[config.mk]
export PLATFORM = sky130hd
export DESIGN_NAME = midi_msg_parser_flat
export DESIGN_NICKNAME = d
export VERILOG_FILES = /design/src/rtl/midi_msg_parser_if.sv /design/src/rtl/midi_msg_parser.sv /design/src/flat_wrapper.sv
export SDC_FILE = /design/constraint.sdc
export NUM_CORES = 1
export LEC_CHECK = 0
export BUFFER_PORTS_ARGS = -buffer_cell sky130_fd_sc_hd__buf_2
export CAP_MARGIN = 15
export CORE_MARGIN = 5
export CORE_UTILIZATION = 48
export DETAILED_ROUTE_END_ITERATION = 8
export PLACE_DENSITY = 0.71
export REMOVE_ABC_BUFFERS = 1
export SYNTH_ARGS = -nofsm -noshare
export SYNTH_HDL_FRONTEND = slang
export SYNTH_SLANG_ARGS = --single-unit
export TNS_END_PERCENT = 50
[constraint.sdc]
create_clock -name clk -period 1.96 [get_ports clk]
set_clock_uncertainty 0.1 [all_clocks]
set_input_delay 0 -clock clk [delete_from_list [all_inputs] [get_ports clk]]
set_output_delay 0 -clock clk [all_outputs]
set_load 0.02 [all_outputs]
[src/rtl/midi_msg_parser_if.sv]
// Byte-in / message-out bundle between the MIDI receiver, the parser and the synth stage.
interface midi_msg_parser_if;
    logic [7:0] byte_in;
    logic       byte_valid;
    logic       msg_valid;
    logic [7:0] msg_status;
    logic [6:0] msg_data1;
    logic [6:0] msg_data2;
    logic       note_on;
    logic       note_off;
    logic [7:0] err_cnt;

    // Byte source side (serial receiver or bench).
    modport master (
        output byte_in, byte_valid,
        input  msg_valid, msg_status, msg_data1, msg_data2, note_on, note_off, err_cnt
    );

    // Parser side.
    modport slave (
        input  byte_in, byte_valid,
        output msg_valid, msg_status, msg_data1, msg_data2, note_on, note_off, err_cnt
    );
endinterface

[src/rtl/midi_msg_parser.sv]
// MIDI channel-voice message assembler with running status, realtime pass-over,
// system-common discard, optional channel filter and an orphan-data error counter.
module midi_msg_parser #(
    parameter bit         CH_FILTER_EN = 1'b0,
    parameter logic [3:0] CH_SEL       = 4'd0
) (
    input  logic                 clk,
    input  logic                 rst_n,
    midi_msg_parser_if.slave     bus
);

    typedef enum logic [1:0] {
        S_IDLE    = 2'd0,
        S_WAIT_D2 = 2'd1,
        S_DISCARD = 2'd2
    } state_t;

    state_t     r_state, w_state_nxt;
    logic [7:0] r_rs, w_rs_nxt;
    logic       r_rs_valid, w_rs_valid_nxt;
    logic [6:0] r_data1, w_data1_nxt;

    logic       r_msg_valid;
    logic [7:0] r_msg_status;
    logic [6:0] r_msg_data1;
    logic [6:0] r_msg_data2;
    logic       r_note_on;
    logic       r_note_off;
    logic [7:0] r_err_cnt;

    logic       w_is_data;
    logic       w_is_syscommon;
    logic       w_is_voice;
    logic       w_one_byte;
    logic       w_complete;
    logic       w_emit;
    logic       w_err_inc;
    logic [6:0] w_d1;
    logic [6:0] w_d2;

    // Byte classes; anything with the top five bits all ones is realtime and falls through untouched.
    assign w_is_data      = ~bus.byte_in[7];
    assign w_is_syscommon = (bus.byte_in[7:3] == 5'b11110);
    assign w_is_voice     = bus.byte_in[7] && (bus.byte_in[7:4] != 4'hF);
    // Cn (program change) and Dn (channel pressure) carry a single data byte.
    assign w_one_byte     = (r_rs[7:5] == 3'b110);

    // A completed message is only published when it passes the channel filter.
    assign w_emit = w_complete && (!CH_FILTER_EN || (r_rs[3:0] == CH_SEL));

    // Next-state decode of one received byte.
    always_comb begin
        // NOTE: every signal gets a default first so no path leaves one unassigned (no latches).
        w_state_nxt    = r_state;
        w_rs_nxt       = r_rs;
        w_rs_valid_nxt = r_rs_valid;
        w_data1_nxt    = r_data1;
        w_complete     = 1'b0;
        w_err_inc      = 1'b0;
        w_d1           = bus.byte_in[6:0];
        w_d2           = 7'd0;

        if (bus.byte_valid) begin
            if (w_is_voice) begin
                // New status always wins; any half-built message is dropped.
                w_rs_nxt       = bus.byte_in;
                w_rs_valid_nxt = 1'b1;
                w_state_nxt    = S_IDLE;
            end else if (w_is_syscommon) begin
                w_rs_valid_nxt = 1'b0;
                w_state_nxt    = S_DISCARD;
            end else if (w_is_data) begin
                unique case (r_state)
                    S_IDLE: begin
                        if (!r_rs_valid) begin
                            w_err_inc = 1'b1;
                        end else if (w_one_byte) begin
                            w_complete = 1'b1;
                        end else begin
                            w_data1_nxt = bus.byte_in[6:0];
                            w_state_nxt = S_WAIT_D2;
                        end
                    end
                    S_WAIT_D2: begin
                        // Running status stays valid so the next data byte opens a new message.
                        w_complete  = 1'b1;
                        w_d1        = r_data1;
                        w_d2        = bus.byte_in[6:0];
                        w_state_nxt = S_IDLE;
                    end
                    default: ; // S_DISCARD: system-common payload is dropped silently
                endcase
            end
        end
    end

    // Parser state and running-status registers.
    always_ff @(posedge clk) begin
        // NOTE: sequential state uses non-blocking assignments so all registers update together.
        if (!rst_n) begin
            r_state    <= S_IDLE;
            r_rs       <= 8'h00;
            r_rs_valid <= 1'b0;
            r_data1    <= 7'd0;
        end else begin
            r_state    <= w_state_nxt;
            r_rs       <= w_rs_nxt;
            r_rs_valid <= w_rs_valid_nxt;
            r_data1    <= w_data1_nxt;
        end
    end

    // Registered message outputs: pulses for one cycle, fields hold until the next emitted message.
    always_ff @(posedge clk) begin
        if (!rst_n) begin
            r_msg_valid  <= 1'b0;
            r_msg_status <= 8'h00;
            r_msg_data1  <= 7'd0;
            r_msg_data2  <= 7'd0;
            r_note_on    <= 1'b0;
            r_note_off   <= 1'b0;
        end else begin
            r_msg_valid <= w_emit;
            r_note_on   <= w_emit && (r_rs[7:4] == 4'h9) && (w_d2 != 7'd0);
            r_note_off  <= w_emit && ((r_rs[7:4] == 4'h8) ||
                                      ((r_rs[7:4] == 4'h9) && (w_d2 == 7'd0)));
            if (w_emit) begin
                r_msg_status <= r_rs;
                r_msg_data1  <= w_d1;
                r_msg_data2  <= w_d2;
            end
        end
    end

    // Saturating count of data bytes that arrive with no running status.
    always_ff @(posedge clk) begin
        if (!rst_n) begin
            r_err_cnt <= 8'h00;
        end else if (w_err_inc && (r_err_cnt != 8'hFF)) begin
            r_err_cnt <= r_err_cnt + 8'd1;
        end
    end

    assign bus.msg_valid  = r_msg_valid;
    assign bus.msg_status = r_msg_status;
    assign bus.msg_data1  = r_msg_data1;
    assign bus.msg_data2  = r_msg_data2;
    assign bus.note_on    = r_note_on;
    assign bus.note_off   = r_note_off;
    assign bus.err_cnt    = r_err_cnt;

endmodule

[src/flat_wrapper.sv]
// flat-port wrapper written by rule: the top's interface ports become plain ports
module midi_msg_parser_flat 
#(
    parameter bit         CH_FILTER_EN = 1'b0,
    parameter logic [3:0] CH_SEL       = 4'd0
)
  (clk, rst_n, bus_byte_in, bus_byte_valid, bus_msg_valid, bus_msg_status, bus_msg_data1, bus_msg_data2, bus_note_on, bus_note_off, bus_err_cnt);
  midi_msg_parser_if bus_i ();
  input  logic clk;
  input  logic rst_n;
  input wire logic [$bits(bus_i.byte_in)-1:0] bus_byte_in;
  input wire logic [$bits(bus_i.byte_valid)-1:0] bus_byte_valid;
  output wire logic [$bits(bus_i.msg_valid)-1:0] bus_msg_valid;
  output wire logic [$bits(bus_i.msg_status)-1:0] bus_msg_status;
  output wire logic [$bits(bus_i.msg_data1)-1:0] bus_msg_data1;
  output wire logic [$bits(bus_i.msg_data2)-1:0] bus_msg_data2;
  output wire logic [$bits(bus_i.note_on)-1:0] bus_note_on;
  output wire logic [$bits(bus_i.note_off)-1:0] bus_note_off;
  output wire logic [$bits(bus_i.err_cnt)-1:0] bus_err_cnt;
  assign bus_i.byte_in = bus_byte_in;
  assign bus_i.byte_valid = bus_byte_valid;
  assign bus_msg_valid = bus_i.msg_valid;
  assign bus_msg_status = bus_i.msg_status;
  assign bus_msg_data1 = bus_i.msg_data1;
  assign bus_msg_data2 = bus_i.msg_data2;
  assign bus_note_on = bus_i.note_on;
  assign bus_note_off = bus_i.note_off;
  assign bus_err_cnt = bus_i.err_cnt;
  midi_msg_parser #(.CH_FILTER_EN(CH_FILTER_EN), .CH_SEL(CH_SEL)) u_core (.clk(clk), .rst_n(rst_n), .bus(bus_i));
endmodule
Yosys cells after proc, flatten, opt, wreduce, memory -nomap -nowiden
Cells that the tools add are included.

cells by class
  add/sub/neg operators = 1
  eq/ne operators = 10
  mux-type cells = 31
  bitwise gates (word level) = 4
  reduce and logical (&&, ||, !) cells = 16

operators by type and width
  cell                   number
  $mux W7                10
  $mux W1                14
  $mux W2                5
  $add A8 B1 Y8 const B  1
  $eq A4 B4 Y1 const B   2
  $ne A8 B8 Y1 const B   1
  $logic_not A7 Y1       1
  $reduce_and A7 Y1      1
  $reduce_bool A7 Y1     1
  $logic_and A1 B1 Y1    6
  $eq A5 B5 Y1 const B   1
  $reduce_and A5 Y1      1
  $ne A4 B1 Y1 const B   1
  $ne A4 B2 Y1 const B   1
  $ne A4 B4 Y1 const B   1
  $not A1 Y1             4
  $pmux W2 S2            1
  $reduce_and A2 Y1      2
  $reduce_bool A4 Y1     1
  $eq A3 B3 Y1 const B   1
  $ne A3 B1 Y1 const B   1
  $eq A2 B1 Y1 const B   1
  $logic_not A2 Y1       1
  $pmux W1 S2            1
  other kinds (2)        2

word-level totals
  register bits = 51
  input port bits = 11
  output and inout bits = 33
  logic and storage cells = 73

Logic depth before layout (Yosys ltp)
Gate-level depths: netlist of run 1.

  depth after elaboration = 10
  gate-level depth with buffers = 6
  depth with buffers taken out = 5

Worst setup path after synthesis of run 1
OpenSTA, ideal clock, no wires.

  path type = register -> register
  start = register u_core.r_err_cnt[0] (netlist: u_core.bus.err_cnt[0])
  end = register u_core.r_err_cnt[7] (netlist: u_core.bus.err_cnt[7])
  library setup time = 70 ps
  arrival = 1773 ps
  required time = 1790 ps
  slack = 16 ps
  cell stages (with the launch flop) = 6
  buffers on the path = 0
  period minus slack after synthesis = 1944 ps
  cell sequence = dfxtp_1 > ha_1 > and3_1 > a211o_1 > or4_1 > a21oi_1

on the way
  word-level cells in the longest chain between the ends = 2
  elaborated cells between the ends (all ways) = 3
  classes of those cells = add/sub (1); eq/ne (1); reduce/logical (1)

RTL lines
  element                                                                line                    RTL
  start, declared                                                        midi_msg_parser.sv:29   logic [7:0] r_err_cnt;
  start signal, assigned                                                 midi_msg_parser.sv:140  r_err_cnt <= r_err_cnt + 8'd1;
  parallel branches: the longest is 2 deep, another holds $add A8 B1 Y8  n/a

Parallel ways; which one is timed is not known.
A chain may end at the register's enable or synchronous reset.

Worst setup path in the final report of run 1
  start = register u_core.r_state[0]
  end = register u_core.r_err_cnt[7] (netlist: u_core.bus.err_cnt[7])

on the way
  word-level cells in the longest chain between the ends = 7

RTL lines
  element                 line                    RTL
  start, declared         midi_msg_parser.sv:18   state_t r_state, w_state_nxt;
  start signal, assigned  midi_msg_parser.sv:106  r_state <= w_state_nxt;
  $logic_not A2 Y1        midi_msg_parser.sv:73   unique case (r_state)
  $mux W1                 midi_msg_parser.sv:73
  $mux W1                 midi_msg_parser.sv:72   end else if (w_is_data) begin
  $mux W1                 midi_msg_parser.sv:69   end else if (w_is_syscommon) begin
  $mux W1                 midi_msg_parser.sv:64   if (w_is_voice) begin
  $mux W1                 midi_msg_parser.sv:63   if (bus.byte_valid) begin
  $logic_and A1 B1 Y1     midi_msg_parser.sv:139  end else if (w_err_inc && (r_err_cnt != 8'hFF)) begin

No other way between the ends.

==> summary.txt, run 1 <==
Status
  – Outcome: finished clean

Setup path
  – Worst path max stage delay: roughly 500 ps
  – R2R Path Start: u_core.r_state[0]$_SDFFE_PN0P_
  – Reg2Reg Depth: 4
  – Critical path capture point: u_core.bus.err_cnt[7]$_SDFFE_PN0P_
  – Worst r2r dst: u_core.bus.err_cnt[7]$_SDFFE_PN0P_
  – CP Launch Type: flop
  – Crit-path slowest cell: or4b_4
  – CP startpoint: u_core.r_state[0]$_SDFFE_PN0P_
  – CP Capture Type: flop
  – Worst EP arrival: just over 2000 ps
  – Data required, critical path: ~2100 ps
  – CP cell instances: or4b_4, a211o_1, or4_4, a21oi_2
  – Setup CP Type: reg2reg
  – Reg2reg setup slack: ~74 ps
  – Worst-path fanout max: 5

Synth
  – Yosys cell types: 38
  – Synth Cell Area: between 0.002 and 0.0025 sq mm
  – Syn_area_per_cell: between 8 and 9 sq um
  – Ys Warns: 0
  – Post-synthesis sequential area ratio: 49.94%
  – Cells after Synth: ~230
  – #FFs+latches synth: 51
  – Post-synth top area cell: dfxtp_1
  – Top-area cell type share of the netlist area: approximately half
  – Synth area leaders: dfxtp_1 50%, nand2_1 6.6%, mux2i_1 5.9%, a21oi_1 4.7%, o21ai_0 3.9%

Floorplan
  – Row Count: 23
  – Core ar.: around 0.0041 sq mm
  – Total die area: 0.005665 sq mm
  – Initial Util: roughly half
  – Die Wd: 75.27 um
  – # IOs: between 40 and 50
  – DIE HEIGHT: approximately 75 um

Place
  – Gpl congestion: between 0.8 and 0.9
  – Setup WS pre-CTS: 42.21 ps
  – Post-detail-place hpwl: about 3300 um
  – PortBufs: 43

STA
  – Final setup fails: 0
  – PnR worst setup slack: between 70 and 80 ps
  – Fmax achieved: between 500 and 600 MHz
  – Period Utilization, post-route: a little over nine tenths
  – Final min period: approximately 1900 ps
  – Unrepaired setup endpoints after global routing: no
  – Worst relative slew slack: 57.25%
  – Sum Neg Setup Slack: 0 ps
  – Tightest Pin Transition: about 640 ps
  – Hold Violations, Final: 0
  – Max-slew violations: 0

Final layout
  – Share of layout cells above drive strength 1: 24.66%
  – Commonest non-fill, non-tap cell in the layout: dfxtp_1
  – Most frequent cells in the layout: 50 x dfxtp_1, 43 x buf_2, 36 x nand2_1
  – Area delta synth->final: 25.58%
  – Register area: between 0.001 and 0.0015 sq mm
  – Area of the multi-input gates: approximately 970 sq um
  – Fill cells: about 360
  – Net count, final: a little over 300
  – Final Util: 63.27%
  – ANT cells: 0

Clock network
  – H-tree depth: 2
  – CTS sink cnt: 51
  – Worst-skew pair later-pin latency: between 300 and 400 ps
  – Clock transition at path regs: 90 ps
  – CTS tree: yes
  – Clock Tree Buf Depth: 2
  – CTS Buf Count: 5
  – Root buffer cell: clkbuf_8

Power and ir drop
  – Pleak: approximately 1.1 nW
  – Power per Cell Area: about 700 mW/mm^2
  – Peak VDD IR: 0.4894 mV

Min path
  – Worst Hold Class: in2reg
  – Hold wc startpoint: bus_byte_valid

Detailed routing
  – ANT nets after route: 0
  – Number of DRC markers in iteration 0: between 90 and 100
  – DR pass1 iterations: 4
  – Total wire length: ~4800 um
  – DR WL/cell: 13.95 um
  – DR vias/cell: between 5 and 6
  – Vias: between 1500 and 2000
  – Drt drc: 0

GRT
  – Initial antenna violation count: 0
  – Remaining global-route overflow: 0
  – Vias in the first global route: approximately 1600
  – Largest net degree at the start of global routing: 26
  – First-pass GRT wire length: 7652 um
  – Total GRT Usage: 17.77%

Flow run
  – Max-Cap Viols: 0
## routing by layer
metal  part of all wire [%]  vias up  track usage [%]  wire, um
li1                       -      943                -         -
met1                     48      853            24.75      2274
met2                     45       51            27.08      2164
met3                    5.8        6            4.406       279
met4                    1.1        0            5.825        52
met5                      0        -                0         0
## per-stage QoR
step / area (sq um) / hold slack [ps] / cells / total power, W
6_report: 2567 / 33.48 / 342 / 0.001816
5_1_grt: 2567 / 40.33 / 342 / 0.001889
4_1_cts: 2532 / 27.33 / 341 / 0.001825
3_5_place_dp: 2370 / 198.5 / 326 / 0.001233
3_3_place_gp: 2370 / 193.9 / 326 / 0.001231
2_1_floorplan: 1983 / 17.79 / 219 / 0.001160
## logic make-up (layout without fill, tap and decap cells)
family	count (synthesis)	in the layout	synth area share, %
compound gates	55	55	16.40
xor+xnor	2	2	0.8569
fa+ha+maj	1	1	0.6119
buf+inv	20	79	4.100
flops	51	51	49.94
mux	12	12	5.875
simple gates	92	92	22.22
## how the worst min path moves through the flow
stage	end	slack (ps)	cells past startpoint
floorplan	u_core.bus.err_cnt[5]$_SDFFE_PN0P_	20	1
global placement	u_core.r_rs[1]$_SDFFE_PN0P_	190	3
detailed placement	u_core.r_rs[1]$_SDFFE_PN0P_	200	3
CTS	u_core.bus.msg_data1[5]$_SDFFE_PN0P_	30	4
global route	u_core.bus.msg_data1[5]$_SDFFE_PN0P_	40	4
finish	u_core.bus.msg_data1[5]$_SDFFE_PN0P_	30	4
## Yosys cell counts
master,number
nand3_1,14
nand4_1,1
nor3_1,2
o31ai_1,1
a211oi_1,3
o21a_1,1
nor2b_1,3
clkinv_1,1
a21boi_1,1
nor4b_1,1
nor3b_1,2
nand3b_1,4
clkbuf_1,12
dfxtp_1,51
a211o_1,1
a22o_1,7
and3_1,3
a31oi_1,3
nand4b_1,1
nand2_1,36
buf_6,1
nor2_1,14
nand2b_1,2
buf_2,1
mux2i_1,12
nor4_1,5
ha_1,1
o21ai_0,16
or4_1,1
and2_1,1
or4b_4,1
a21oi_1,19
o221ai_1,1
o31a_1,1
xnor2_1,2
o2111ai_1,1
and4_1,1
inv_1,5
## power by group
group | total (W) | switching (W) | internal [W]
combinational | 0.000161 | 0.0000926 | 0.0000679
sequential | 0.00107 | 0.0000134 | 0.00105
clock | 0.000588 | 0.000344 | 0.000245
total | 0.00182 | 0.000450 | 0.00137
## critical path, delay by kind of cell (launching register included)
kind               cells  cell delay [ps]
and+or+nand+nor        2              940
AOI/OAI and AO/OA      2              460
DFF                    1              330
## cell type report
| type | count | area share, % |
|---|---|---|
| Clock buffer | 5 | 2.680 |
| Clock inverter | 2 | 0.5361 |
| Inverter | 6 | 0.8772 |
| Multi-Input combinational cell | 162 | 37.77 |
| Sequential cell | 51 | 39.81 |
| Tap cell | 50 | 2.437 |
| Timing Repair Buffer | 66 | 15.89 |
## state kept, by name, summed over array words and instances, names as in the netlist
name,count
u_core.r_rs,8
u_core.bus.msg_data2,7
u_core.bus.msg_data1,7
u_core.bus.note_on,1
u_core.bus.note_off,1
u_core.bus.msg_valid,1
u_core.r_data1,7
u_core.r_state,2
u_core.r_rs_valid,1
u_core.bus.msg_status,8
u_core.bus.err_cnt,8
## repair_timing
| item | in CTS | in global routing |
|---|---|---|
| hold buffers | 8 | 0 |
| hold endpoints to repair | 29 | 0 |
| gates resized for setup | 0 | 6 |
| endpoints found under the setup margin | 0 | 3 |
| setup buffers | 0 | 1 |
(Power assumes the default switching activity.)
==> run 2, diff against run 1 <==
Settings changed: CORE_UTILIZATION 48 to 25, PLACE_DENSITY 0.71 to 0.45, SETUP_SLACK_MARGIN from default to 0.1.
==> run 2 against run 1 <==
  * Count of clock-buffer cells in the layout did not move
  * Core utilization fell by 31 points
  * Wire length is 12% higher
  * Power down 0.35%
  * Combinational power up 4%
  * Final cell count increased by 17%
  * Highest routed layer unchanged
==> summary.txt, run 2 (synthesis gave the netlist of run 1 again) <==
Place
  – Placed Cells: 382 (+17%)
  – Post-detail-place hpwl: 3844 um (+17%)
  – PortBufs: 43 (unchanged)
  – Gpl congestion: 0.7874 (-3.6%)

Power and ir drop
  – Pleak: 1.125 nW (+0.57%)
  – Design Power: 0.001809 W (-0.35%)
  – Power per Cell Area: 686.0 mW/mm^2 (-3.0%)
  – Peak VDD IR: 0.2666 mV (-46%)

Final layout
  – ANT cells: 0 (unchanged)
  – Most frequent cells in the layout: 50 x dfxtp_1, 43 x buf_2, 36 x nand2_1
  – Register area: 0.001022 sq mm (unchanged)
  – Share of layout cells above drive strength 1: 23.81% (-0.85 points)
  – Area of the multi-input gates: 949.7 sq um (-2.1%)
  – Fill cells: 904 (+150%)
  – Finished Layout Cells: 399 (+17%)
  – Net count, final: 306 (+0.66%)
  – Area delta synth->final: 29.01%
  – Commonest non-fill, non-tap cell in the layout: dfxtp_1

GRT
  – Vias in the first global route: 1797 (+9.6%)
  – Total GRT Usage: 11.35% (-6.4 points)
  – Initial antenna violation count: 0 (unchanged)
  – Largest net degree at the start of global routing: 26 (unchanged)
  – Remaining global-route overflow: 0 (unchanged)
  – First-pass GRT wire length: 9059 um (+18%)

Floorplan
  – # IOs: 44 (unchanged)
  – Initial Util: 25.26% (-25 points)
  – Die Wd: 100.4 um (+33%)
  – Row Count: 33 (+43%)
  – DIE HEIGHT: 100.4 um (+33%)
  – Core ar.: 0.008093 sq mm (+99%)
  – Total die area: 0.01009 sq mm (+78%)

Flow run
  – Max-Cap Viols: 0 (unchanged)

STA
  – Max-slew violations: 0 (unchanged)
  – Unrepaired setup endpoints after global routing: yes
  – Worst relative slew slack: 59.40% (+2.2 points)
  – Period Utilization, post-route: 95.44% (-0.77 points)
  – Fmax achieved: 534.6 MHz (+0.80%)
  – Hold Violations, Final: 0 (unchanged)
  – Tightest Pin Transition: 607.7 ps (-32.27 ps)
  – Final setup fails: 0 (unchanged)
  – Min Hold Slack: 21.52 ps (-11.96 ps)
  – Final min period: 1871 ps (-15.03 ps)

Clock network
  – Root buffer cell: clkbuf_8
  – CTS tree: yes
  – CTS Buf Count: 5 (unchanged)
  – CTS sink cnt: 51 (unchanged)
  – Worst-skew pair later-pin latency: 300 ps (about the same)
  – H-tree depth: 2 (unchanged)
  – Clock Tree Buf Depth: 2 (unchanged)
  – Clock transition at path regs: 80 ps (about the same)

Detailed routing
  – Total wire length: 5362 um (+12%)
  – Number of DRC markers in iteration 0: 69 (-25%)
  – Vias: 1839 (-0.76%)
  – DR vias/cell: 4.609 (-15%)
  – Drt drc: 0 (unchanged)
  – ANT nets after route: 0 (unchanged)
  – DR WL/cell: 13.44 um (-3.7%)
  – DR pass1 iterations: 4 (unchanged)

Min path
  – Worst Hold Class: in2reg

Setup path
  – Data required, critical path: 2050 ps (-50 ps)
  – CP Launch Type: flop
  – Setup CP Type: reg2reg
  – Worst EP arrival: 1960 ps (-70 ps)
  – Worst-path fanout max: 3 (-2)
  – CP Capture Type: flop

Status
  – Outcome: finished clean
run 2: changes by cell type in the layout (fill, tap and decap cells not counted), sizes merged:
cell	previous run	this run
buf	58	59
dlygate4sd3	8	9
run 2: final timing paths:
| kind | cells past startpoint | to | from | slack (ps) |
|---|---|---|---|---|
| min | 4 | u_core.r_state[0]$_SDFFE_PN0P_ | bus_byte_valid | 20 |
| max | 5 | u_core.bus.err_cnt[5]$_SDFFE_PN0P_ | u_core.r_state[0]$_SDFFE_PN0P_ | 90 |
| min reg2reg | 2 | u_core.bus.msg_status[2]$_SDFFE_PN0P_ | u_core.bus.msg_status[2]$_SDFFE_PN0P_ | 360 |
| max reg2reg | 5 | u_core.bus.err_cnt[5]$_SDFFE_PN0P_ | u_core.r_state[0]$_SDFFE_PN0P_ | 90 |
run 2: layout make-up:
class,instances,share of cell area [%]
Clock buffer,5,2.609
Clock inverter,2,0.5218
Inverter,6,0.8539
Multi-Input combinational cell,162,36.01
Sequential cell,51,38.76
Tap cell,105,4.981
Timing Repair Buffer,68,16.27
run 2: critical path: stages, from the launching register on:
cell and delay, ps:
dfxtp_2 320, or4b_4 510, a211o_1 280, buf_6 130, o31a_1 280, o21a_1 160
run 2: per-stage QoR:
stage,setup WS (ps),TNS (ps),cell area [sq um],util (%)
final,89.33,0,2638,32.59
after global routing,41.00,0,2638,32.59
after CTS,24.00,0,2631,32.51
after detailed placement,44.49,0,2446,30.23
after global placement,70.58,0,2446,30.23
after floorplan,-484.3,-7482,1983,-
run 2: power breakdown:
part	switching (W)	internal, W
logic	0.0000969	0.0000712
registers	0.0000118	0.00105
clock network	0.000331	0.000245
run 2: per-layer routing:
layer	share of wire, %	vias to the layer above	global-route usage (%)
met3	3.7	4	2.293
met1	48	860	14.84
met5	0	-	0
met4	1.2	0	4.352
li1	-	947	-
met2	48	28	18.40
run 2: what timing repair did:
item                       in CTS  in global routing
hold endpoints to repair       30                  0
resized for setup               2                  1
pin swaps                       3                  2
setup endpoints to repair       2                  5
setup buffers                   1                  0
hold buffers                    9                  0
